### config.mk
export PLATFORM = sky130hd
export DESIGN_NAME = nibble_add_seq
export DESIGN_NICKNAME = d
export VERILOG_FILES = /design/src/rtl/nibble_add_seq.sv
export SDC_FILE = /design/constraint.sdc
export NUM_CORES = 1
export LEC_CHECK = 0
export BUFFER_PORTS_ARGS = -buffer_cell sky130_fd_sc_hd__clkbuf_2
export CAP_MARGIN = 20
export CORE_ASPECT_RATIO = 1.2
export CORE_UTILIZATION = 45
export CTS_CLUSTER_DIAMETER = 100
export DETAILED_ROUTE_END_ITERATION = 8
export GPL_TIMING_DRIVEN = 0
export PLACE_DENSITY = 0.65
export SYNTH_ARGS = -nofsm -noshare
export SYNTH_HDL_FRONTEND = slang
export SYNTH_SLANG_ARGS = --single-unit
export TNS_END_PERCENT = 10
### constraint.sdc
create_clock -name clk -period 6.6 [get_ports clk]
set_input_delay 1.32 -clock clk [delete_from_list [all_inputs] [get_ports clk]]
set_output_delay 1.32 -clock clk [all_outputs]
set_load 0.03 [all_outputs]
### src/rtl/nibble_add_seq.sv
// Multi-cycle N*W-bit adder stepping one N-bit slice per clock, LSB first.
// Optional SUB_EN macro adds a sub port selecting a-b (two's complement).
module nibble_add_seq #(
  parameter int N = 4,
  parameter int W = 4
) (
  input  logic         clk,
  input  logic         rst_n,
  input  logic         start,
  input  logic [N*W-1:0] a,
  input  logic [N*W-1:0] b,
  input  logic         ci,
`ifdef SUB_EN
  input  logic         sub,
`endif
  output logic         busy,
  output logic         done,
  output logic [N*W-1:0] sum,
  output logic         co
);

  localparam int IW = (W > 1) ? $clog2(W) : 1;

  typedef enum logic [1:0] {
    IDLE = 2'd0,
    RUN  = 2'd1,
    DONE = 2'd2
  } state_t;

  state_t          state_q, state_d;
  logic [IW-1:0]   idx_q, idx_d;
  logic [N*W-1:0]  a_q, a_d;
  logic [N*W-1:0]  b_q, b_d;
  logic            carry_q, carry_d;
  logic [N*W-1:0]  sum_q, sum_d;
  logic            co_q, co_d;

  logic [N-1:0]    a_sl;
  logic [N-1:0]    b_sl;
  logic [N:0]      slice;
  logic            can_acc;
  logic            last;

  // Active slice: pick operand slices by index, add with stored carry
  always_comb begin
    a_sl = '0;
    b_sl = '0;
    for (int i = 0; i < W; i++) begin
      if (idx_q == IW'(i)) begin
        a_sl = a_q[i*N +: N];
        b_sl = b_q[i*N +: N];
      end
    end
    slice = {1'b0, a_sl} + {1'b0, b_sl} + {{N{1'b0}}, carry_q};
    last  = (idx_q == IW'(W - 1));
  end

  // Next-state: accept, slice stepping and result writeback
  always_comb begin
    state_d = state_q;
    idx_d   = idx_q;
    a_d     = a_q;
    b_d     = b_q;
    carry_d = carry_q;
    sum_d   = sum_q;
    co_d    = co_q;
    can_acc = (state_q == IDLE) || (state_q == DONE);
    unique case (state_q)
      IDLE, DONE: begin
        if (can_acc && start) begin
          a_d     = a;
          idx_d   = '0;
          sum_d   = '0;
          co_d    = 1'b0;
          state_d = RUN;
`ifdef SUB_EN
          b_d     = sub ? ~b : b;
          carry_d = sub ? 1'b1 : ci;
`else
          b_d     = b;
          carry_d = ci;
`endif
        end else begin
          state_d = IDLE;
        end
      end
      RUN: begin
        for (int i = 0; i < W; i++) begin
          if (idx_q == IW'(i)) begin
            sum_d[i*N +: N] = slice[N-1:0];
          end
        end
        carry_d = slice[N];
        if (last) begin
          co_d    = slice[N];
          state_d = DONE;
        end else begin
          idx_d = idx_q + 1'b1;
        end
      end
      default: state_d = IDLE;
    endcase
  end

  // State registers with synchronous active-low reset
  always_ff @(posedge clk) begin
    if (!rst_n) begin
      state_q <= IDLE;
      idx_q   <= '0;
      a_q     <= '0;
      b_q     <= '0;
      carry_q <= 1'b0;
      sum_q   <= '0;
      co_q    <= 1'b0;
    end else begin
      state_q <= state_d;
      idx_q   <= idx_d;
      a_q     <= a_d;
      b_q     <= b_d;
      carry_q <= carry_d;
      sum_q   <= sum_d;
      co_q    <= co_d;
    end
  end

  assign busy = (state_q == RUN);
  assign done = (state_q == DONE);
  assign sum  = sum_q;
  assign co   = co_q;

endmodule

==> results.toml <==
[run_status]
outcome = "finished, final reports clean"

[clock_tree]
cts_resized = 0
cts_tree = "yes"
cts_root_buf = "clkbuf_8"
clk_pin_slew_ns = 0.10
cts_hold_buf = 0
cts_sinks = 54
cts_buffers = 5
h-tree-depth = 2
clock_latency_ns = 0.31
post_cts_buffers = 0
cts_buffer_depth = 2

[power]
power_density_nw_per_um2 = 212
switchingPower_mw = 0.184
intPower_mw = 0.474
ir_worst_vdd_v = 0.000121
switching_share = 0.280
power.leakage_nw = 1.31
seqPwrFrac = 0.531
pwr-share-comb = 0.176
pwr-share-clk = 0.293
total_power_mw = 0.659

[sta]
finalSetupViolCount = 0
fin_crit_sh = 0.427
max_freq_mhz = 355
max_slew.worst_pin.slew_ns = 0.434
finClkSkew_ns = 0.00767
rsz0062_at_grt = "false"
hold_viol_final = 0
slew_violations = 0
finalCriticalPeriod_ns = 2.82
max_slew_margin = 0.711
worst_hold_slack_ns = 0.464
setup_tns_ns = 0

[finish]
num-nets-final = 429
layout-drive-gt1-share = 0.234
final_cell_mix = "nand2_1 (87), dfxtp_1 (54), clkbuf_2 (53)"
diodes = 0
areaGrowthSynthToFinish_pct = 17.4
multiInputGateArea_um2 = 1370
fin_util = 0.548
final.fill_count = 562
final_cells = 465
seqCellArea_um2 = 1080
final_common_cell = "nand2_1"

[placement]
dp_hpwl_mm = 4.55
io_buffers = 53
globalplace.congestion = 0.903
dp_cells = 457

[synth]
synth_top_flop_cell = "dfxtp_1"
synth_top_area_cell = "dfxtp_1"
synth_seq_area_share = 0.408
synth.cell_area_um2 = 2650
ys_warn_count = 0
synth_area_leaders = "dfxtp_1 (41%), nand2_1 (12%), a21boi_0 (7.4%), a21oi_1 (3.6%), a21boi_1 (3.4%)"
synthCells = 324
synth_nets = 369
synthDistinctLibCells = 38
synth_seq_cells = 54
synth_edf_count = 0
syn_avg_cell_area_um2 = 8.17
async_flop_share = 0
yosys.area.top_type_share = 0.408

[die]
die-area_um2 = 6200
ioPinCount = 55
start_util = 0.467
std_cell_rows = 30
core_um2 = 5670
fp.dieH_um = 86.0
dieWidth_um = 72.0

[flow_run]
maxCapViolCount = 0

[global_route]
grt_pass1_wl_mm = 10.4
grt_antenna_before_repair = 0
overflow = 0
grt_pass1_vias = 2215
grt_max_degree = 17
grt_use_total = 0.220

[critical_path]
crit_fanout = 10
crit_family = "adder cells"
path_cells = "inv_1, ha_1, buf_2, buf_2, a21oi_1, o21ai_0, a22oi_1, fa_1, fa_1, xnor2_1, and2_4, nand2_1, a21boi_1"
worst-setup-path-type = "flop to flop"
crit_buf_inv = 3
slowest_stage = "fa_1"
slowest_delay_ns = 0.45
end_kind = "flop"
arrival_ns = 3.06
critPathLaunchType = "flop"
critical_path_required_ns = 6.85

[route]
ant_nets = 0
wl_mm = 6.09
top_layer = "met4"
dr_wl_met3_um = 247
routed-wl-met2_mm = 2.94
wl_per_cell_um = 13.1
routed-via-count = 2301
m1WireLength_mm = 2.67
first_pass_iters = 4
drtIter0Drc = 129
drc = 0
viasPerCell = 4.95

[min_path]
hp-class = "flop to flop"
## layer usage
metal  vias up  track usage
li1       1202            -
met1      1026        0.263
met2        58        0.368
met3        15       0.0364
met4         0        0.132
met5         -            0
## cells by family after synthesis
group                    synth area share
AO/OA/AOI/OAI                       0.215
XOR/XNOR                          0.00331
adder cells (fa/ha/maj)            0.0482
buffers and inverters              0.0751
flip-flops                          0.408
multiplexers                      0.00378
AND/OR/NAND/NOR                     0.246
## power groups by stage
| stage | Clock, mW | Combinational, mW | Sequential, mW |
|---|---|---|---|
| 2_1_floorplan | 0 | 0.0768 | 0.359 |
| 3_3_place_gp | 0 | 0.115 | 0.357 |
| 3_5_place_dp | 0 | 0.117 | 0.358 |
| 4_1_cts | 0.199 | 0.117 | 0.350 |
| 5_1_grt | 0.212 | 0.131 | 0.352 |
| 6_report | 0.193 | 0.116 | 0.350 |
## sequential cells by signal, indices dropped and copies added (netlist names)
signal   flops
idx_q        2
co           1
sum         16
carry_q      1
state_q      2
a_q         16
b_q         16
## tightest hold or removal path: stages (launching register included)
cell and delay [ns]:
dfxtp_1 0.32, nand2_1 0.05, a21oi_1 0.06
## cells in the mapped netlist, types with 2 or more instances
cell type	instances
ha_1	7
a21o_1	2
nor2b_2	2
fa_1	2
a21oi_1	19
a21boi_0	26
o21ai_2	2
nand2_1	87
a22oi_1	3
a21boi_1	12
nand3b_1	8
inv_1	11
nand3_1	15
clkbuf_1	6
buf_2	12
and2_4	2
o21ai_0	17
dfxtp_1	54
and2_1	9
nand4_1	4
nor2b_1	2
buf_6	6
## final timing paths
kind	startpoint	endpoint	slack, ns	cells past startpoint
hold / removal	sum[15]	sum[15]	0.46	2
setup / recovery	idx_q[0]	sum[10]	3.78	13
setup reg to reg	idx_q[0]	sum[10]	3.78	13
hold reg to reg	sum[15]	sum[15]	0.46	2
## stage by stage
step | area (um2) | setup WS, ns
after floorplan | 2650 | 4.09
after global placement | 3010 | 3.80
after detailed placement | 3010 | 3.80
after CTS | 3110 | 3.77
after global routing | 3110 | 3.49
final | 3110 | 3.78
## cell type report
class	instances	share of cell area
multi-input combinational	234	0.440
sequential	54	0.348
timing repair buffer	53	0.0853
buffer	25	0.0507
tap	80	0.0322
clock buffer	6	0.0266
inverter	11	0.0133
clock inverter	2	0.00403
Power figures use the tool's default switching activity.
